$ cat config.mk
export PLATFORM = sky130hd
export DESIGN_NAME = phy_rx_destripe
export DESIGN_NICKNAME = d
export VERILOG_FILES = /design/src/rtl/phy_rx_destripe.sv
export SDC_FILE = /design/constraint.sdc
export NUM_CORES = 1
export LEC_CHECK = 0
export ABC_AREA = 0
export BUFFER_PORTS_ARGS = -buffer_cell sky130_fd_sc_hd__buf_2
export CAP_MARGIN = 5
export CORE_UTILIZATION = 54
export DETAILED_ROUTE_END_ITERATION = 16
export PLACE_DENSITY_LB_ADDON = 0.08
export SYNTH_ARGS = -nofsm -noshare
export SYNTH_HDL_FRONTEND = slang
export SYNTH_SLANG_ARGS = --single-unit
$ cat constraint.sdc
create_clock -name clk -period 2.3 [get_ports clk]
set_input_delay 0.23 -clock clk [delete_from_list [all_inputs] [get_ports clk]]
set_output_delay 0.23 -clock clk [all_outputs]
set_load 0.1 [all_outputs]
$ cat src/rtl/phy_rx_destripe.sv
// -----------------------------------------------------------------------------
// phy_rx_destripe
//
// Purpose:
//   Receive-side de-striper. The PHY TX striper serialises each 4-byte group
//   onto an 8-bit stream, with an alignment (COM) symbol marking the group
//   boundary. This block hunts for the first COM (SEARCH). It then collects
//   bytes into lanes 0..3 (ALIGNED) and presents each complete group for one
//   cycle on data_out0..3 / valid_out.
//
// Optional feature (macro PHY_RX_COM_STRIP_EN):
//   When defined, a COM seen while ALIGNED re-aligns the lane counter and is
//   stripped from the stream. If it arrives mid-group, the partial group is
//   dropped and align_err pulses. When undefined, a COM seen while ALIGNED is
//   ordinary data and align_err is tied low.
//
// Ports:
//   clk          in   rising-edge clock
//   reset_L      in   synchronous active-low reset
//   data_in      in   8-bit serial byte stream
//   valid_in     in   data_in qualifier (low = pause, state is held)
//   data_out0..3 out  registered de-striped lane bytes (held between groups)
//   valid_out    out  one-cycle pulse when data_out0..3 hold a new group
//   aligned      out  high while the FSM is in ALIGNED
//   align_err    out  one-cycle pulse on a mid-group COM (feature only)
// -----------------------------------------------------------------------------
module phy_rx_destripe #(
    parameter logic [7:0] COM_SYM = 8'hBC,
    // Lane count is fixed at 4; this width must stay at 2.
    parameter int         LANES_W = 2
) (
    input  logic       clk,
    input  logic       reset_L,
    input  logic [7:0] data_in,
    input  logic       valid_in,
    output logic [7:0] data_out0,
    output logic [7:0] data_out1,
    output logic [7:0] data_out2,
    output logic [7:0] data_out3,
    output logic       valid_out,
    output logic       aligned,
    output logic       align_err
);

    localparam int LANES = 4;

    typedef enum logic {
        SEARCH  = 1'b0,
        ALIGNED = 1'b1
    } state_t;

    state_t             state_reg;
    state_t             state_next;
    logic [LANES_W-1:0] lane_idx_reg;
    logic [7:0]         stage_reg [0:LANES-2];
    logic [7:0]         out_reg   [0:LANES-1];
    logic               valid_out_reg;

    logic is_com;
    logic com_in_search;
    logic take_data;
    logic group_done;
    logic realign;

    assign is_com        = (data_in == COM_SYM);
    assign com_in_search = valid_in && (state_reg == SEARCH) && is_com;

`ifdef PHY_RX_COM_STRIP_EN
    // While aligned, a COM is stripped and resynchronises the lane counter.
    assign realign   = valid_in && (state_reg == ALIGNED) && is_com;
    assign take_data = valid_in && (state_reg == ALIGNED) && !is_com;
`else
    assign realign   = 1'b0;
    assign take_data = valid_in && (state_reg == ALIGNED);
`endif

    assign group_done = take_data && (lane_idx_reg == LANES_W'(LANES - 1));

    // ---------------- FSM: state register ----------------
    always_ff @(posedge clk) begin
        if (!reset_L) begin
            state_reg <= SEARCH;
        end else begin
            state_reg <= state_next;
        end
    end

    // ---------------- FSM: next state ----------------
    // Once aligned we stay aligned; only reset returns to SEARCH.
    always_comb begin
        state_next = state_reg;
        if (com_in_search) begin
            state_next = ALIGNED;
        end
    end

    // ---------------- FSM: outputs ----------------
    always_comb begin
        aligned = 1'b0;
        if (state_reg == ALIGNED) begin
            aligned = 1'b1;
        end
    end

    // ---------------- Lane counter ----------------
    // LANES is a power of two, so the natural wrap of lane_idx_reg gives
    // the modulo-4 increment.
    always_ff @(posedge clk) begin
        if (!reset_L) begin
            lane_idx_reg <= '0;
        end else if (com_in_search || realign) begin
            lane_idx_reg <= '0;
        end else if (take_data) begin
            lane_idx_reg <= lane_idx_reg + 1'b1;
        end
    end

    // ---------------- Staging for lanes 0..2 ----------------
    // The lane-3 byte goes straight to the output register, so only the first
    // three bytes need staging. A dropped partial group needs no clearing:
    // its bytes are overwritten before the next group can complete.
    generate
        for (genvar gi = 0; gi < LANES - 1; gi++) begin : g_stage
            always_ff @(posedge clk) begin
                if (!reset_L) begin
                    stage_reg[gi] <= 8'h00;
                end else if (take_data && (lane_idx_reg == LANES_W'(gi))) begin
                    stage_reg[gi] <= data_in;
                end
            end
        end
    endgenerate

    // ---------------- Output registers ----------------
    // All four outputs update together on the lane-3 edge, so the group
    // appears one cycle after its last byte is accepted.
    generate
        for (genvar gi = 0; gi < LANES; gi++) begin : g_out
            if (gi < LANES - 1) begin : g_staged
                always_ff @(posedge clk) begin
                    if (!reset_L) begin
                        out_reg[gi] <= 8'h00;
                    end else if (group_done) begin
                        out_reg[gi] <= stage_reg[gi];
                    end
                end
            end else begin : g_direct
                always_ff @(posedge clk) begin
                    if (!reset_L) begin
                        out_reg[gi] <= 8'h00;
                    end else if (group_done) begin
                        out_reg[gi] <= data_in;
                    end
                end
            end
        end
    endgenerate

    always_ff @(posedge clk) begin
        if (!reset_L) begin
            valid_out_reg <= 1'b0;
        end else begin
            valid_out_reg <= group_done;
        end
    end

    assign data_out0 = out_reg[0];
    assign data_out1 = out_reg[1];
    assign data_out2 = out_reg[2];
    assign data_out3 = out_reg[3];
    assign valid_out = valid_out_reg;

    // ---------------- Alignment error ----------------
`ifdef PHY_RX_COM_STRIP_EN
    logic align_err_reg;

    always_ff @(posedge clk) begin
        if (!reset_L) begin
            align_err_reg <= 1'b0;
        end else begin
            align_err_reg <= realign && (lane_idx_reg != '0);
        end
    end

    assign align_err = align_err_reg;
`else
    assign align_err = 1'b0;
`endif

endmodule

# Yosys cells after proc, flatten, opt, wreduce, memory -nomap -nowiden
# Memories as Yosys holds them, arrays and structs flattened.
# Index checks and enable logic that the tools add are counted.
[classes]
n_addsub = 1
eq_ne = 4
muxes = 21
bitwise = 9
n_reduce_logical = 9
[ops]
columns = ["operator", "count"]
rows = [
  ["8-bit 2-to-1 mux", 7],
  ["1-bit 2-to-1 mux", 14],
  ["8-bit equality test (second input constant)", 1],
  ["1-bit logical AND", 7],
  ["1-bit bitwise OR", 7],
  ["2-bit equality test (second input constant)", 2],
  ["2-bit by 1-bit adder with 2-bit output (second input constant)", 1],
  ["2-bit by 1-bit equality test with 1-bit output (second input constant)", 1],
  ["2-bit zero test", 1],
  ["1-bit NOT", 2],
  ["2-bit OR reduction", 1],
]
[word_totals]
regBits = 4
ramBits = 56
input_bits = 11
out_inout_bits = 35
word_cells = 49
memories = 2
[mem_list]
columns = ["name", "words", "width", "rd", "rd_clocked_by_memory_dff", "wr", "line", "source"]
rows = [
  ["out_reg", 4, 8, 4, 0, 4, "56", "logic [7:0] out_reg [0:LANES-1];"],
  ["stage_reg", 3, 8, 3, 0, 3, "55", "logic [7:0] stage_reg [0:LANES-2];"],
]

# Longest topological paths before layout
# Gate-level depths: netlist (run 1).
[logic_depth]
depth_word = 6
ltp_mapped = 5
ltp_nobuf = 5

# Worst setup path before layout (run 1)
# No wires, ideal clock.
[synth_timing]
kind = "reg2reg"
from = "reg state_reg"
to = "mem out_reg[0][0] (enable)"
t_arrival_ns = 2.105
path_slack_ns = -0.194
stages_incl_launch_ff = 5
cell_sequence = "dfxtp_1 > and2_1 > buf_6 > nand2_1 > nand2_1"
[synth_rtl]
columns = ["item", "line", "source"]
rows = [
  ["start, declared", "52", "state_t state_reg;"],
  ["start signal, assigned", "84", "state_reg <= state_next;"],
  ["end, declared", "56", ""],
]

==> qor.yml, run 1 <==
status: "completed"
clkPwrFrac_pct: 39.5
portBuffers: 44
core.rowCount: 23
pwr-share-seq_pct: 51.4
critPathMaxFanout: 33
netlist_area_um2: 2360
period_needed_ns: 1.82
required_ns: 2.49
cts_hold_buf: 0
route.vias.total: 1328
cts_buffers: 9
drt_wl_total_mm: 3.91
ioPinCount: 46
intPower_mw: 1.80
layout_common_cells: "edfxtp_1, and2_1, buf_2"
setup_viol: 0
final_common_cell: "edfxtp_1"
viasPerCell: 5.09
cp_common_cell: "and2_1"
antenna_found_initial: 0
grtUsageTotal_pct: 20.0
clock_path_buffers: 2
grt_max_degree: 34
yosysWarnings: 0
dpl_worst_slack_ns: 0.458
die_w_um: 68.1
cp_slowest_stage_delay_ns: 0.76
syn-num-nets: 171
cts.sinks: 60
drv_cap: 0
rsz0062_at_grt: "false"
drcViolationCount: 0
areaGrowthSynthToFinish_pct: 19.9
cts_root_buffer: "clkbuf_8"
min_path_type: "primary input to flop"
routed-wl-met2_mm: 1.95
rrSetupSlack_ns: 0.48
clk_pin_slew_ns: 0.06
p_total_mw: 2.39
n_antenna_cell: 0
crit_chain: "and2_1 -> and3_1 -> and2_1"
hold_viol: 0
post_cts_resize_count: 0
globalplace.congestion: 0.763
endpoint_kind: "flop"
grt_pass1_vias: 1285
htree_levels: 3
synth_cell_types: 21
combPwrFrac_pct: 9.1
overflow: 0
setup_ws_ns: 0.485
post_cts_buffers: 0
startpoint_type: "flop"
finalCritPeriodShare_pct: 78.9
synth_area_per_cell_um2: 15.1
n_fill_cell: 308
vdd_drop_max_mv: 0.464
syn_inst: 156
power.density_nw_per_um2: 847
die_area_um2: 4630
worst-setup-path-type: "flop to flop"
finalSetupTns_ns: 0
ys_seq_area_share_pct: 74.7
slowest_stage: "and3_1"
skew_ns: 0.00421
grt_pass1_wl_mm: 6.19
wire_per_inst_um: 15.0
cts_tree: "yes"
power_leakage_nw: 1.19
ys_ff_latch: 60
clk_latency_ns: 0.33
drt-initial-drc-count: 78
die_y_um: 68.1
first_pass_iters: 4
p_sw_share_pct: 24.7
final_core_util_pct: 69.2
start_util_pct: 57.7
place_hpwl_mm: 2.64
drive_gt1_share_pct: 30.8
cp.arrival_ns: 2.00
nets: 221
max-slew-margin-rel_pct: 43.3
largest_reg_flops: 32
met3_length_um: 194
tightest_slew_ns: 0.850
fmax_mhz: 551
slew_violations: 0
coreArea_um2: 4090
antenna_left: 0
top_layer_used: "met4"
power_switching_mw: 0.591
hold_ws_ns: 0.157
wl_met1_mm: 1.68
-- critical path, delay by kind of cell (launching register included) --
kind             cells  cell delay, ns
flip-flops           1            0.37
AND/OR/NAND/NOR      3            1.30
-- metal layers --
| layer | track usage, % | vias up |
|---|---|---|
| met5 | 0 | - |
| met4 | 12.5 | 0 |
| met3 | 4.50 | 9 |
| met2 | 32.0 | 51 |
| met1 | 24.4 | 629 |
| li1 | - | 639 |
-- cell usage after synthesis --
master	n	share of area [%]
nand4b_1	1	0.37
inv_1	4	0.64
edfxtp_1	56	71
ha_1	4	2.1
nand2_1	11	1.8
buf_4	1	0.32
clkbuf_1	1	0.16
and3_1	4	1.1
buf_6	1	0.48
o41ai_1	1	0.37
a31oi_1	1	0.27
nand3_1	1	0.21
conb_1	1	0.16
and2_2	4	1.3
clkbuf_2	1	0.21
dfxtp_1	4	3.4
o311a_1	1	0.42
o21ai_0	3	0.64
and2_1	53	14
or4_1	1	0.32
buf_2	2	0.42
-- through the flow --
stage / instance area (µm²) / cells
2_1_floorplan: 2360 / 156
3_3_place_gp: 2620 / 245
3_5_place_dp: 2620 / 245
4_1_cts: 2830 / 261
5_1_grt: 2830 / 261
6_report: 2830 / 261
-- kinds of logic (layout without fill, tap and decap cells) --
logic type	after synthesis	in the layout	share of synthesized area [%]
compound gates	6	6	1.70
fa+ha+maj	4	4	2.12
buf+inv	10	65	2.23
flops	60	60	74.7
other cells	1	1	0.159
simple gates	75	75	19.1
-- layout make-up --
class,count,area (µm²),share of cell area (%)
clock buffers,12,155,5.49
clock inverters,4,47.5,1.68
inverters,4,15.0,0.531
multi-input cells,86,543,19.2
flip-flops and latches,60,1760,62.4
well taps,50,62.6,2.21
repair buffers,45,240,8.50
-- power groups by stage --
stage               sequential [mW]  combinational, mW  clock (mW)
CTS                            1.23              0.220       0.956
detailed placement             1.25              0.220           0
global placement               1.25              0.217           0
finish                         1.23              0.219       0.945
floorplan                      1.40             0.0274           0
global route                   1.23              0.227        1.01
-- final timing paths --
kind / cells past startpoint / end / from
worst max-delay path: 3 / out_reg[0][1] / state_reg
worst min-delay path: 2 / lane_idx_reg[0] / valid_in
worst max register to register: 3 / out_reg[0][1] / state_reg
worst min register to register: 2 / state_reg / state_reg
(Power assumes the default switching activity.)
==> run 2, diff against run 1 <==
--- a/config.mk
+++ b/config.mk
@@ -5,7 +5,7 @@
 export SDC_FILE = /design/constraint.sdc
 export NUM_CORES = 1
 export LEC_CHECK = 0
-export ABC_AREA = 0
+export ABC_AREA = 1
 export BUFFER_PORTS_ARGS = -buffer_cell sky130_fd_sc_hd__buf_2
 export CAP_MARGIN = 5
 export CORE_UTILIZATION = 54
==> constraint.sdc (replaced) <==
create_clock -name clk -period 1.9 [get_ports clk]
set_input_delay 0.19 -clock clk [delete_from_list [all_inputs] [get_ports clk]]
set_output_delay 0.19 -clock clk [all_outputs]
set_load 0.1 [all_outputs]
==> qor.yml, run 2 <==
place_hpwl_mm: 2.89  # +9.5%
synthArstFlopShare_pct: 0  # unchanged
worst-setup-path-type: "flop to flop"
endpoint_kind: "flop"
cp_slowest_stage_delay_ns: 0.39  # -0.37 ns
cp.arrival_ns: 1.51  # -0.49 ns
start_util_pct: 57.9  # +0.24 points
grtUsageTotal_pct: 21.2  # +1.3 points
synth_cell_types: 18  # -14%
overflow: 0  # unchanged
drv_cap: 0  # unchanged
finalCritPeriodShare_pct: 77.1  # -1.8 points
skew_ns: 0.00631  # +0.00210 ns
critPathMaxFanout: 22  # -33%
die_y_um: 68.4  # +0.54%
vdd_drop_max_mv: 0.582  # +25%
final_common_cell: "edfxtp_1"
drive_gt1_share_pct: 30.0  # -0.81 points
fmax_mhz: 683  # +24%
pwr-share-seq_pct: 50.8  # -0.6 points
clk_latency_ns: 0.34  # about the same
yosysWarnings: 0  # unchanged
status: "completed"
power_switching_mw: 0.750  # +27%
largest_reg_flops: 32  # unchanged
ioPinCount: 46  # unchanged
combPwrFrac_pct: 9.7  # +0.6 points
finalSetupTns_ns: 0  # unchanged
placed_area_um2: 2640  # +0.76%
grt_max_degree: 34  # unchanged
intPower_mw: 2.19  # +21%
hold_ws_ns: 0.172  # +0.0156 ns
power_leakage_nw: 1.27  # +6.4%
htree_levels: 3  # unchanged
areaGrowthSynthToFinish_pct: 19.4
nets: 260  # +18%
die_w_um: 68.4  # +0.54%
power.density_nw_per_um2: 1030  # +22%
r2r_end: "out_reg[1][3]"
first_pass_iters: 4  # unchanged
n_fill_cell: 302  # -1.9%
cts.sinks: 60  # unchanged
hold_end: "state_reg"
ys_seq_area_share_pct: 73.9  # -0.82 points
synth_common_cells: "edfxtp_1, nor2_1, inv_1, nand2_1, nor2_2"
cts_buffers: 9  # unchanged
route.vias.total: 1451  # +9.3%
slowest_stage: "dfxtp_1"
fin_area_um2: 2850  # +0.71%
synth_area_per_cell_um2: 12.3  # -19%
min_path_type: "primary input to flop"
coreArea_um2: 4120  # +0.70%
startpoint_type: "flop"
cts_root_buffer: "clkbuf_8"
reg2reg_depth: 4  # +1
period_needed_ns: 1.46  # -0.350 ns
yosys.area.top_type: "edfxtp_1"
clock_path_buffers: 2  # unchanged
synth-main-ff-cell: "edfxtp_1"
clkPwrFrac_pct: 39.5  # about the same
synthTopCellsByArea: "edfxtp_1, nor2_1, inv_1, dfxtp_1, nor2_2"
drcViolationCount: 0  # unchanged
syn_inst: 194  # +24%
synth_top_area_share_pct: 70.6  # -0.79 points
crit_chain: "ha_1 -> nand2_1 -> nand2_2 -> buf_12"
synth.most_common_cell: "edfxtp_1"
post_cts_buffers: 0  # unchanged
min-delay-start: "reset_L"
syn-num-nets: 209  # +22%
cts_tree: "yes"
whs_path_depth: 3  # +1
netlist_area_um2: 2380  # +1.1%
synth_edf_count: 56  # unchanged
rrSetupSlack_ns: 0.44  # -0.05 ns
portBuffers: 44  # unchanged
layout_common_cells: "edfxtp_1, nor2_1, buf_2"
post_cts_resize_count: 0  # unchanged
globalplace.congestion: 0.761  # -0.21%
setup_viol: 0  # unchanged
antenna_found_initial: 0  # unchanged
ys_ff_latch: 60  # unchanged
grt_pass1_vias: 1428  # +11%
grt_pass1_wl_mm: 6.65  # +7.5%
hold_viol: 0  # unchanged
drt_wl_total_mm: 4.25  # +8.8%
wire_per_inst_um: 14.2  # -5.4%
slew_violations: 0  # unchanged
clk_pin_slew_ns: 0.06  # about the same
required_ns: 1.94  # -0.55 ns
cp-startpoint: "lane_idx_reg[0]"
core.rowCount: 23  # unchanged
drt-initial-drc-count: 132  # +69%
n_antenna_cell: 0  # unchanged
p_sw_share_pct: 25.5  # +0.85 points
worstReg2RegStart: "lane_idx_reg[0]"
antenna_left: 0  # unchanged
viasPerCell: 4.84  # -4.9%
die_area_um2: 4680  # +1.1%
cts_hold_buf: 0  # unchanged
rsz0062_at_grt: "false"
[run 2: worst max-delay path by stage]
stage                          endpoint  slack, ns  depth (start not counted)
after floorplan           out_reg[0][0]        0.1                          4
after global placement    out_reg[2][0]       0.48                          4
after detailed placement  out_reg[1][5]       0.44                          4
after CTS                 out_reg[1][3]       0.43                          4
after global routing      out_reg[0][2]       0.38                          4
final                     out_reg[1][3]       0.44                          4
[run 2: cell type report]
cell class / count / area (µm²) / share of cell area, %
Inverter: 40 / 153 / 5.36
Tap cell: 50 / 62.6 / 2.20
Sequential cell: 60 / 1760 / 61.9
Multi-Input combinational cell: 89 / 425 / 14.9
Clock inverter: 4 / 47.5 / 1.67
Clock buffer: 12 / 155 / 5.45
Timing Repair Buffer: 45 / 240 / 8.44
[run 2: routing by layer]
layer / track usage, % / up-vias / wire length [µm]
met2: 35.4 / 54 / 2260
met3: 9.00 / 9 / 250
met4: 8.33 / 0 / 75
met5: 0 / - / 0
li1: - / 708 / -
met1: 23.9 / 680 / 1660
[run 2: cells by family after synthesis]
group	synth area share [%]
xor gates and xnor gates	0.368
and+or+nand+nor	14.7
DFF	73.9
buffers and inverters	8.35
AOI/OAI and AO/OA	0.420
adders and majority gates	2.10
other	0.157
[run 2: through the flow]
step                total power, mW  util, %  cells  worst slack [ns]
floorplan                      1.75        -    194            0.0954
global placement               1.80     64.2    284             0.484
detailed placement             1.80     64.2    284             0.439
CTS                            2.95     69.2    300             0.433
global route                   3.01     69.2    300             0.376
finish                         2.94     69.2    300             0.435
[run 2: power by group through the flow]
stage / Clock (mW) / Combinational, mW / Sequential, mW
global placement: 0 / 0.282 / 1.52
CTS: 1.17 / 0.286 / 1.49
global route: 1.22 / 0.296 / 1.49
floorplan: 0 / 0.0522 / 1.70
finish: 1.16 / 0.285 / 1.49
detailed placement: 0 / 0.285 / 1.52
[run 2: worst max-delay path, delay by kind of cell, from the launching register on]
| family | cells | cell delay, ns |
|---|---|---|
| flip-flops | 1 | 0.39 |
| buffers and inverters | 1 | 0.22 |
| adder cells (fa/ha/maj) | 1 | 0.23 |
| AND/OR/NAND/NOR | 2 | 0.32 |
